`config.mk`:
```
export PLATFORM = sky130hd
export DESIGN_NAME = memory_verify_flat
export DESIGN_NICKNAME = d
export VERILOG_FILES = /design/src/rtl/memory_pkg.sv /design/src/rtl/memory_verify_if.sv /design/src/rtl/memory_verify_read_pipe.sv /design/src/rtl/memory_verify.sv /design/src/flat_wrapper.sv
export SDC_FILE = /design/constraint.sdc
export NUM_CORES = 1
export LEC_CHECK = 0
export BUFFER_PORTS_ARGS = -buffer_cell sky130_fd_sc_hd__buf_2
export CORE_MARGIN = 2
export CORE_UTILIZATION = 56
export DETAILED_ROUTE_END_ITERATION = 8
export PLACE_DENSITY = 0.78
export SYNTH_ARGS = -nofsm -noshare
export SYNTH_HDL_FRONTEND = slang
export SYNTH_SLANG_ARGS = --single-unit
```
`constraint.sdc`:
```
create_clock -name clk -period 3.37 [get_ports clk]
set_clock_uncertainty 0.1 [all_clocks]
set_input_delay 0.5055 -clock clk [delete_from_list [all_inputs] [get_ports clk]]
set_output_delay 0.5055 -clock clk [all_outputs]
set_load 0.1 [all_outputs]
```
`src/rtl/memory_pkg.sv`:
```
// Shared constants and state type for the SRAM blanking/verify pair.
package memory_pkg;

  localparam int MEM_ADDR_W      = 18;
  localparam int MEM_DATA_W      = 32;
  localparam logic [MEM_DATA_W-1:0] BLANK_PATTERN = 32'h77553311;
  localparam int BLANK_LAST_ADDR = 262141;
  localparam int VERIFY_READ_LAT = 2;
  localparam int VERIFY_ERR_W    = 18;

  typedef enum logic [1:0] {
    ST_IDLE  = 2'd0,
    ST_ISSUE = 2'd1,
    ST_DRAIN = 2'd2,
    ST_DONE  = 2'd3
  } verify_state_t;

endpackage

```
`src/rtl/memory_verify_if.sv`:
```
// Sequencer/SRAM-side bundle of the read-back checker; slave = checker, master = environment.
interface memory_verify_if
  import memory_pkg::*;
#(
  parameter int ADDR_W = MEM_ADDR_W,
  parameter int DATA_W = MEM_DATA_W,
  parameter int ERR_W  = VERIFY_ERR_W
) ();

  logic              enable;
  logic              pause;
  logic [DATA_W-1:0] data_read;
  logic              rden;
  logic [ADDR_W-1:0] address;
  logic              done;
  logic              pass;
  logic [ERR_W-1:0]  error_count;
  logic [ADDR_W-1:0] first_err_addr;
  logic [DATA_W-1:0] first_err_data;

  modport master (
    output enable, pause, data_read,
    input  rden, address, done, pass, error_count, first_err_addr, first_err_data
  );

  modport slave (
    input  enable, pause, data_read,
    output rden, address, done, pass, error_count, first_err_addr, first_err_data
  );

endinterface

```
`src/rtl/memory_verify_read_pipe.sv`:
```
// Pause-gated valid+address delay line matching the SRAM read latency.
module memory_verify_read_pipe
  import memory_pkg::*;
#(
  parameter int ADDR_W = MEM_ADDR_W,
  parameter int DEPTH  = VERIFY_READ_LAT
) (
  input  logic              clk,
  input  logic              reset_n,
  input  logic              flush,
  input  logic              advance,
  input  logic              push_valid,
  input  logic [ADDR_W-1:0] push_addr,
  output logic              tail_valid,
  output logic [ADDR_W-1:0] tail_addr,
  output logic              drain_last
);

  logic [DEPTH-1:0]  valid_r;
  logic [ADDR_W-1:0] addr_r [DEPTH];

  // Shift on unpaused cycles; a flush drops every in-flight read.
  always_ff @(posedge clk or negedge reset_n) begin
    if (!reset_n) begin
      valid_r <= '0;
      for (int i = 0; i < DEPTH; i++) addr_r[i] <= '0;
    end else if (flush) begin
      valid_r <= '0;
    end else if (advance) begin
      valid_r[0] <= push_valid;
      addr_r[0]  <= push_addr;
      for (int i = 1; i < DEPTH; i++) begin
        valid_r[i] <= valid_r[i-1];
        addr_r[i]  <= addr_r[i-1];
      end
    end
  end

  assign tail_valid = valid_r[DEPTH-1];
  assign tail_addr  = addr_r[DEPTH-1];

  // True when at most the tail entry is still in flight.
  generate
    if (DEPTH > 1) begin : g_multi
      assign drain_last = ~|valid_r[DEPTH-2:0];
    end else begin : g_single
      assign drain_last = 1'b1;
    end
  endgenerate

endmodule

```
`src/rtl/memory_verify.sv`:
```
// SRAM read-back checker: sweeps 0..LAST_ADDR comparing against the blank pattern.
// Optional build macro MEMORY_VERIFY_STOP_ON_ERROR_EN ends the sweep at the first mismatch.
module memory_verify
  import memory_pkg::*;
#(
  parameter int ADDR_W    = MEM_ADDR_W,
  parameter int DATA_W    = MEM_DATA_W,
  parameter logic [DATA_W-1:0] PATTERN = DATA_W'(BLANK_PATTERN),
  parameter int LAST_ADDR = BLANK_LAST_ADDR,
  parameter int READ_LAT  = VERIFY_READ_LAT,
  parameter int ERR_W     = VERIFY_ERR_W
) (
  input logic            clk,
  input logic            reset_n,
  memory_verify_if.slave bus
);

  verify_state_t     state_r;
  logic [ADDR_W-1:0] counter_r;
  logic [ADDR_W-1:0] address_r;
  logic              rden_r;
  logic              done_r;
  logic              pass_r;
  logic              err_seen_r;
  logic [ERR_W-1:0]  error_count_r;
  logic [ADDR_W-1:0] first_err_addr_r;
  logic [DATA_W-1:0] first_err_data_r;

  logic              busy_s;
  logic              abort_s;
  logic              start_s;
  logic              advance_s;
  logic              tail_valid_s;
  logic [ADDR_W-1:0] tail_addr_s;
  logic              drain_last_s;
  logic              tail_err_s;
  logic              stop_s;
  logic              flush_s;
  logic              push_s;
  logic [ERR_W-1:0]  err_cnt_next_s;

  // Abort beats pause; compares only happen on unpaused cycles of a live sweep.
  always_comb begin
    busy_s     = (state_r == ST_ISSUE) || (state_r == ST_DRAIN);
    abort_s    = busy_s && !bus.enable;
    start_s    = (state_r == ST_IDLE) && bus.enable;
    advance_s  = !bus.pause;
    tail_err_s = busy_s && bus.enable && advance_s && tail_valid_s &&
                 (bus.data_read != PATTERN);
    if (tail_err_s && (error_count_r != {ERR_W{1'b1}})) begin
      err_cnt_next_s = error_count_r + ERR_W'(1);
    end else begin
      err_cnt_next_s = error_count_r;
    end
`ifdef MEMORY_VERIFY_STOP_ON_ERROR_EN
    stop_s = tail_err_s;
`else
    stop_s = 1'b0;
`endif
    flush_s = abort_s || stop_s;
    push_s  = (state_r == ST_ISSUE) && !flush_s;
  end

  memory_verify_read_pipe #(
    .ADDR_W (ADDR_W),
    .DEPTH  (READ_LAT)
  ) u_read_pipe (
    .clk        (clk),
    .reset_n    (reset_n),
    .flush      (flush_s),
    .advance    (advance_s),
    .push_valid (push_s),
    .push_addr  (counter_r),
    .tail_valid (tail_valid_s),
    .tail_addr  (tail_addr_s),
    .drain_last (drain_last_s)
  );

  // Sweep sequencer with registered strobe, address and handshake outputs.
  always_ff @(posedge clk or negedge reset_n) begin
    if (!reset_n) begin
      state_r   <= ST_IDLE;
      counter_r <= '0;
      address_r <= '0;
      rden_r    <= 1'b0;
      done_r    <= 1'b0;
      pass_r    <= 1'b0;
    end else begin
      case (state_r)
        ST_IDLE: begin
          rden_r    <= 1'b0;
          address_r <= '0;
          done_r    <= 1'b0;
          if (bus.enable) begin
            counter_r <= '0;
            pass_r    <= 1'b0;
            state_r   <= ST_ISSUE;
          end
        end
        ST_ISSUE: begin
          if (abort_s) begin
            state_r   <= ST_IDLE;
            rden_r    <= 1'b0;
            address_r <= '0;
          end else if (bus.pause) begin
            rden_r <= 1'b0;
          end else if (stop_s) begin
            state_r <= ST_DONE;
            rden_r  <= 1'b0;
            done_r  <= 1'b1;
            pass_r  <= 1'b0;
          end else begin
            address_r <= counter_r;
            rden_r    <= 1'b1;
            counter_r <= counter_r + ADDR_W'(1);
            if (counter_r == ADDR_W'(LAST_ADDR)) state_r <= ST_DRAIN;
          end
        end
        ST_DRAIN: begin
          rden_r <= 1'b0;
          if (abort_s) begin
            state_r   <= ST_IDLE;
            address_r <= '0;
          end else if (advance_s && (stop_s || drain_last_s)) begin
            // The tail compare of this cycle is folded into the verdict.
            state_r <= ST_DONE;
            done_r  <= 1'b1;
            pass_r  <= (err_cnt_next_s == '0) && !stop_s;
          end
        end
        ST_DONE: begin
          rden_r <= 1'b0;
          if (!bus.enable) begin
            state_r <= ST_IDLE;
            done_r  <= 1'b0;
          end
        end
        default: begin
          state_r   <= ST_IDLE;
          rden_r    <= 1'b0;
          address_r <= '0;
          done_r    <= 1'b0;
        end
      endcase
    end
  end

  // Result registers: cleared on start, updated by each failing compare.
  always_ff @(posedge clk or negedge reset_n) begin
    if (!reset_n) begin
      error_count_r    <= '0;
      err_seen_r       <= 1'b0;
      first_err_addr_r <= '0;
      first_err_data_r <= '0;
    end else if (start_s) begin
      error_count_r    <= '0;
      err_seen_r       <= 1'b0;
      first_err_addr_r <= '0;
      first_err_data_r <= '0;
    end else if (tail_err_s) begin
      error_count_r <= err_cnt_next_s;
      if (!err_seen_r) begin
        err_seen_r       <= 1'b1;
        first_err_addr_r <= tail_addr_s;
        first_err_data_r <= bus.data_read;
      end
    end
  end

  assign bus.rden           = rden_r;
  assign bus.address        = address_r;
  assign bus.done           = done_r;
  assign bus.pass           = pass_r;
  assign bus.error_count    = error_count_r;
  assign bus.first_err_addr = first_err_addr_r;
  assign bus.first_err_data = first_err_data_r;

endmodule
```
`src/flat_wrapper.sv`:
```
// flat-port wrapper written by rule: the top's interface ports become plain ports
module memory_verify_flat import memory_pkg::*;
#(
  parameter int ADDR_W    = MEM_ADDR_W,
  parameter int DATA_W    = MEM_DATA_W,
  parameter logic [DATA_W-1:0] PATTERN = DATA_W'(BLANK_PATTERN),
  parameter int LAST_ADDR = BLANK_LAST_ADDR,
  parameter int READ_LAT  = VERIFY_READ_LAT,
  parameter int ERR_W     = VERIFY_ERR_W
)
  (clk, reset_n, bus_enable, bus_pause, bus_data_read, bus_rden, bus_address, bus_done, bus_pass, bus_error_count, bus_first_err_addr, bus_first_err_data);
  memory_verify_if #(.ADDR_W(ADDR_W), .DATA_W(DATA_W), .ERR_W(ERR_W)) bus_i ();
  input logic clk;
  input logic reset_n;
  input wire logic [$bits(bus_i.enable)-1:0] bus_enable;
  input wire logic [$bits(bus_i.pause)-1:0] bus_pause;
  input wire logic [$bits(bus_i.data_read)-1:0] bus_data_read;
  output wire logic [$bits(bus_i.rden)-1:0] bus_rden;
  output wire logic [$bits(bus_i.address)-1:0] bus_address;
  output wire logic [$bits(bus_i.done)-1:0] bus_done;
  output wire logic [$bits(bus_i.pass)-1:0] bus_pass;
  output wire logic [$bits(bus_i.error_count)-1:0] bus_error_count;
  output wire logic [$bits(bus_i.first_err_addr)-1:0] bus_first_err_addr;
  output wire logic [$bits(bus_i.first_err_data)-1:0] bus_first_err_data;
  assign bus_i.enable = bus_enable;
  assign bus_i.pause = bus_pause;
  assign bus_i.data_read = bus_data_read;
  assign bus_rden = bus_i.rden;
  assign bus_address = bus_i.address;
  assign bus_done = bus_i.done;
  assign bus_pass = bus_i.pass;
  assign bus_error_count = bus_i.error_count;
  assign bus_first_err_addr = bus_i.first_err_addr;
  assign bus_first_err_data = bus_i.first_err_data;
  memory_verify #(.ADDR_W(ADDR_W), .DATA_W(DATA_W), .PATTERN(PATTERN), .LAST_ADDR(LAST_ADDR), .READ_LAT(READ_LAT), .ERR_W(ERR_W)) u_core (.clk(clk), .reset_n(reset_n), .bus(bus_i));
endmodule
```
* Word-level counts from Yosys, hierarchy flattened
Cells that the tools add are included.
Storage, ports and cells: word-level logic and storage cells 104, output and inout port bits 89, register bits after elaboration 148, input bits 36
Operators by class: equality and inequality tests 18, reduce and logical (&&, ||, !) cells 28, bitwise logic cells 3, $add $sub $neg 2, multiplexer cells 40
Operators with widths (count):
- 2-to-1 mux 18 bit | 12
- 2-to-1 mux 32 bit | 3
- one-hot mux 18 bit (3 select lines) | 1
- adder 18 x 1 -> 18 bit (second input constant) | 2
- one-hot mux 18 bit (2 select lines) | 1
- != test 32 x 31 -> 1 bit (second input constant) | 1
- == test 18 bit (second input constant) | 1
- logical NOT 18 bit | 1
- 2-to-1 mux 2 bit | 9
- != test 18 bit (second input constant) | 1
- != test 2 bit (second input constant) | 7
- AND reduction 4 bit | 3
- 2-to-1 mux 1 bit | 10
- logical AND 1 bit | 9
- != test 3 x 2 -> 1 bit (second input constant) | 3
- one-hot mux 2 bit (4 select lines) | 1
- nonzero test 2 bit | 3
- AND reduction 5 bit | 1
- == test 2 bit (second input constant) | 2
- logical NOT 1 bit | 4
- != test 2 x 1 -> 1 bit (second input constant) | 2
- one-hot mux 1 bit (2 select lines) | 2
- AND reduction 2 bit | 2
- NOT 1 bit | 3
- 7 further kinds | 7

* Longest topological paths before layout
depth in word-level cells 12, depth in mapped cells 10, depth with buffers taken out 9

* Modules after synthesis
Synthesis repeated with hierarchy kept, for this count alone.
Second synthesis, totals: cells, all modules 609, area, all modules 7040.5 um^2
Modules (own cells, without submodules):
- memory_verify | instances 1, cells an instance 507, area an instance 5311.3 um^2
- memory_verify_read_pipe | instances 1, cells an instance 102, area an instance 1729.2 um^2

* Worst setup path after synthesis
OpenSTA, ideal clock, no wires.
path type register to register, start reg u_core.error_count_r[0] (netlist: u_core.bus.error_count[0]), end reg u_core.pass_r (netlist: u_core.bus.pass), library setup time 0.095 ns, path buffers 0, slack 0.447 ns, arrival time 2.728 ns, cell stages (with the launch flop) 9, cell sequence dfrtp_1 > ha_1 > nand3_1 > nor2_4 > nand3_2 > a311oi_1 > a21oi_1 > a2111o_1 > o31ai_1
Between the ends: word-level cells in the longest chain between the ends 7
RTL lines:
- from (decl) | RTL line memory_verify.sv:25 | logic [ERR_W-1:0] error_count_r;
- from (signal assigned) | RTL line memory_verify.sv:161 | error_count_r <= err_cnt_next_s;
- branches (longest 2 deep; another with adder 18 x 1 -> 18 bit)
- 2-to-1 mux 18 bit (*) | RTL line memory_verify.sv:50 | if (tail_err_s && (error_count_r != {ERR_W{1'b1}})) begin
- logical NOT 18 bit (*) | RTL line memory_verify.sv:128 | pass_r <= (err_cnt_next_s == '0) && !stop_s;
- 2-to-1 mux 1 bit (*) | RTL line memory_verify.sv:124 | end else if (advance_s && (stop_s || drain_last_s)) begin
- 2-to-1 mux 1 bit (*) | RTL line memory_verify.sv:121 | if (abort_s) begin
- one-hot mux 1 bit (2 select lines) (*) | RTL line memory_verify.sv:89 | case (state_r)
- to (signal assigned) | RTL line memory_verify.sv:128
- to (decl) | RTL line memory_verify.sv:23 | logic pass_r;
Every way passes the cells marked *. The select of a mux whose other input is x is not followed. A chain may end at the register's enable or synchronous reset.

* Worst setup path in the final report
start reg u_core.state_r[0], end reg u_core.pass_r (netlist: u_core.bus.pass)
Between the ends: word-level cells in the longest chain between the ends 12
RTL lines:
- from (decl) | RTL line memory_verify.sv:18 | verify_state_t state_r;
- from (signal assigned) | RTL line memory_verify.sv:82 | state_r <= ST_IDLE;
- from (signal assigned) | RTL line memory_verify.sv:97 | state_r <= ST_ISSUE;
- from (signal assigned) | RTL line memory_verify.sv:102 | state_r <= ST_IDLE;
- == test 2 x 1 -> 1 bit / == test 2 bit (equally long branches) | RTL line memory_verify.sv:44, memory_verify.sv:89
- logical OR 1 bit | RTL line memory_verify.sv:44 | busy_s = (state_r == ST_ISSUE) || (state_r == ST_DRAIN);
- logical AND 1 bit (4 in a row) | RTL line memory_verify.sv:48 | tail_err_s = busy_s && bus.enable && advance_s && tail_valid_s &&
- logical AND 1 bit | RTL line memory_verify.sv:50
- 2-to-1 mux 18 bit | RTL line memory_verify.sv:50
- logical NOT 18 bit | RTL line memory_verify.sv:128
- 2-to-1 mux 1 bit | RTL line memory_verify.sv:124
- 2-to-1 mux 1 bit | RTL line memory_verify.sv:121
- one-hot mux 1 bit (2 select lines) | RTL line memory_verify.sv:89
Several ways; a longest one is shown, not always the timed one. The select of a mux whose other input is x is not followed.

==> flow_results.org <==
** STA
- After layout, the minimum clock period comes to 3061 ps.
- Worst Tran Pin Value :: 1128 ps
- Setup repair after global routing missed its margin :: no
- Worst relative slew slack :: 24.77%
- The final critical path takes up 90.82% of the cycle.
- Setup TNS Final :: 0 ps
- Setup violations remaining at the end of the flow were counted as 0.
- Number of pins with negative max-slew slack in the final report :: 0
- Number of failing hold endpoints at the final stage :: 0
- Achievable frequency :: 326.7 MHz

** Clock tree
- Clock-pin slew was measured on the worst setup and hold paths at 60 ps.
- TritonCTS created 17 clock buffers.
- CTS tree :: built
- Resize count post-CTS :: 0
- No sink is reached through more buffers than the 2 on the longest clock path.
- Buffer count from post-CTS setup fixing :: 0
- Clock latency on the worst-skew pair, taken at its later pin, is 420 ps.
- Number of buffers inserted for hold repair after clock tree synthesis :: 0
- Clock net sink count :: 148
- CTS placed an instance of sky130_fd_sc_hd__clkbuf_16 at the clock tree root.
- Deepest level of the CTS H-tree :: 4

** Route
- Initial DRT Pass Iterations :: 4
- In the routed design, unresolved DRC markers number 0.
- Total length of routed wires :: 15510 um
- After the first detailed-routing iteration, the DRC count stood at 404.
- The routed layout has 5418 vias.
- Detail Route Antenna Nets :: 0
- Routed wirelength normalized by instance count :: 16.34 um
- Detail-routed via count per cell :: 5.709

** Yosys
- Most common flop cell mapped by yosys :: sky130_fd_sc_hd__dfrtp_1
- Netlist Area Pre-Place :: 0.006761 mm2
- Dividing the synthesized area by the synthesized cell count gives 9.958 um2.
- Among all cell types in the netlist, the one instantiated most often is sky130_fd_sc_hd__nand2_1.
- Nets in the synthesized netlist :: 723
- Area share of the largest cell type after synthesis :: 54.77%
- The largest total area in the synthesized netlist belongs to sky130_fd_sc_hd__dfrtp_1.
- Ranked by instance count, the synthesized netlist is headed by sky130_fd_sc_hd__nand2_1, sky130_fd_sc_hd__dfrtp_1, sky130_fd_sc_hd__a21oi_1.
- Count of warnings emitted by yosys :: 0
- Share of flip-flops with an asynchronous set or reset after synthesis :: 100.0%
- Number of synthesized register bits :: 148
- Register area share after synthesis :: 54.77%
- After synthesis, the cell types taking the most area are sky130_fd_sc_hd__dfrtp_1, sky130_fd_sc_hd__nand2_1, sky130_fd_sc_hd__mux2_2.
- Gate Count Post-Synth :: 679
- Post-synth cell types :: 61
- In this run, synthesis inferred 0 flip-flops with an integrated enable.

** Cells and area
- Layout-stage area growth over the synthesis result :: 18.62%
- Filler cells :: 938
- The net count of the finished layout is 835.
- Fraction of layout instances using a drive strength above 1 :: 26.81%
- 0 antenna diodes ended up in the layout.
- Final core utilization :: 67.33%

** GRT
- Total routing usage reported by global routing :: 24.88%
- The first global-routing pass estimated 25670 um of wire.
- The initial antenna violation count was 0.
- Maximum number of pins on one net before global-route repair :: 126
- Via count of the first global-routing pass :: 5304
- The total overflow left after global routing is 0.

** Critical path
- In this run the worst path has a maximum fanout of 11.
- Arrival time reported for the critical path endpoint :: 3280 ps
- Setup slack on the worst reg-to-reg path comes out at 310 ps.
- Startpoint type of the worst setup path :: register
- The worst setup path is captured at a register.
- Worst Reg-to-Reg Cells :: 8
- The setup path with the least slack is of type register to register.
- Required time reported for the critical path endpoint :: 3590 ps

** Die
- Vertical extent of the die :: 113.9 um
- Number of primary I/O pins :: 125
- Floorplan die width :: 113.9 um
- After floorplanning, the core was sized to cover 0.01191 mm2.
- The floorplan step defined a die boundary enclosing 0.01297 mm2.
- Once the floorplan was initialized, standard cells occupied 56.76% of the core.
- Row generation in the floorplan step produced 40 rows.

** Power and ir drop
- For this design the total switching power over the nets is 2.375 mW.
- Proportion of total power due to net switching :: 41.41%
- The share of total power dissipated in combinational logic is 33.2%.
- Leakage :: 3.988 nW
- In this run, the clock network consumes 29.9% of the power.
- In this run, flip-flops and latches consume 36.9% of the power.
- Internal cell power :: 3.360 mW
- Highest ir drop seen on vdd :: 0.4424 mV
- Power per unit of standard cell area :: 715.1 mW/mm2

** Placement
- The congestion estimate from routability-driven global placement came to 0.9084.
- Input and output buffers added on the ports amount to 124.
- Hpwl dp :: 10620 um

** Min path
- The min-delay analysis places its worst path in the category input port to async pin.

** Run
- Count of max-cap constraint violations :: 0

** Status
- Status :: complete, no violations
==> area by class of cell <==
type,instances,area (um2),share of cell area [%]
tap,147,183.9,2.293
timing repair buffer,134,701.9,8.752
clock inverter,7,50.05,0.6240
multi-input combinational,483,2867,35.74
sequential,148,3704,46.18
inverter,7,26.28,0.3276
clock buffer,23,488.0,6.084
==> final timing paths <==
check,startpoint,end
min in group clk,bus_data_read[4],u_core.bus.first_err_data[4]$_DFFE_PN0P_
hold reg to reg,u_core.bus.address[15]$_DFFE_PN0P_,u_core.bus.address[15]$_DFFE_PN0P_
setup reg to reg,u_core.state_r[0]$_DFFE_PN0P_,u_core.bus.pass$_DFFE_PN0P_
hold / removal,reset_n,u_core.bus.error_count[10]$_DFFE_PN0P_
setup / recovery,u_core.state_r[0]$_DFFE_PN0P_,u_core.bus.pass$_DFFE_PN0P_
max in group asynchronous,reset_n,u_core.bus.first_err_data[12]$_DFFE_PN0P_
==> registers in the layout, indices dropped and copies added, names as in the netlist, 2 cells and up <==
name / count
u_core.bus.first_err_addr: 18
u_core.u_read_pipe.valid_r: 2
u_core.u_read_pipe.tail_addr: 18
u_core.state_r: 2
u_core.counter_r: 18
u_core.bus.first_err_data: 32
u_core.bus.address: 18
u_core.u_read_pipe.addr_r: 18
u_core.bus.error_count: 18
==> power by group through the flow <==
stage / combinational [mW] / clock [mW] / sequential (mW)
6_report: 1.90 / 1.72 / 2.12
5_1_grt: 2.02 / 1.82 / 2.14
4_1_cts: 1.91 / 1.73 / 2.12
3_5_place_dp: 1.91 / 0 / 2.15
3_3_place_gp: 1.87 / 0 / 2.13
2_1_floorplan: 0.650 / 0 / 3.01
==> cell families (layout without fill, tap and decap cells) <==
group	count (synthesis)	after routing	share of synthesized area (%)
buffers and inverters	48	171	2.998
xor gates and xnor gates	31	31	4.016
DFF	148	148	54.77
AOI/OAI and AO/OA	112	112	9.641
and+or+nand+nor	292	292	20.48
adders and majority gates	8	8	1.480
muxes	40	40	6.606
==> layout by cell type (no fill, tap or decap), types with 4 or more instances in the layout <==
cell                        count
sky130_fd_sc_hd__a21oi_1       61
sky130_fd_sc_hd__and3_1         8
sky130_fd_sc_hd__buf_2        123
sky130_fd_sc_hd__buf_4         10
sky130_fd_sc_hd__clkbuf_16     17
sky130_fd_sc_hd__clkbuf_8       4
sky130_fd_sc_hd__dfrtp_1      148
sky130_fd_sc_hd__ha_1           8
sky130_fd_sc_hd__inv_1          7
sky130_fd_sc_hd__mux2_2        37
sky130_fd_sc_hd__nand2_1      159
sky130_fd_sc_hd__nand3_1       11
sky130_fd_sc_hd__nand4_1       10
sky130_fd_sc_hd__nor2_1        48
sky130_fd_sc_hd__nor2b_1        4
sky130_fd_sc_hd__nor3_1         7
sky130_fd_sc_hd__nor4_1         4
sky130_fd_sc_hd__o21ai_0       16
sky130_fd_sc_hd__o21ai_1       12
sky130_fd_sc_hd__o31ai_1        4
sky130_fd_sc_hd__xnor2_1        7
sky130_fd_sc_hd__xor2_1        24
==> through the flow <==
step	hold WS (ps)	power [mW]	setup slack, ps	instances	cell area (um2)
after global placement	363.4	4.002	452.6	919	7482
after detailed placement	370.6	4.053	310.8	919	7482
after floorplan	109.9	3.661	447.0	679	6761
after CTS	221.0	5.761	295.9	949	8020
final	126.0	5.735	309.3	949	8020
after global routing	238.3	5.975	43.87	949	8020
==> critical path, cell delays in order, from the launching register on <==
cell                       delay [ps]
sky130_fd_sc_hd__dfrtp_1          410
sky130_fd_sc_hd__inv_1            100
sky130_fd_sc_hd__ha_1             340
sky130_fd_sc_hd__nand4b_1         200
sky130_fd_sc_hd__a21oi_1          720
sky130_fd_sc_hd__nand4_1          300
sky130_fd_sc_hd__mux2i_1          190
sky130_fd_sc_hd__a2111o_1         390
sky130_fd_sc_hd__o31ai_1          210
==> layer usage <==
layer | track usage (%) | share of wire [%]
met1 | 32.42 | 43
met2 | 41.88 | 51
met3 | 4.516 | 4.5
met4 | 9.431 | 2.0
met5 | 0 | 0
No activity file was read; power rests on OpenSTA's default activity.
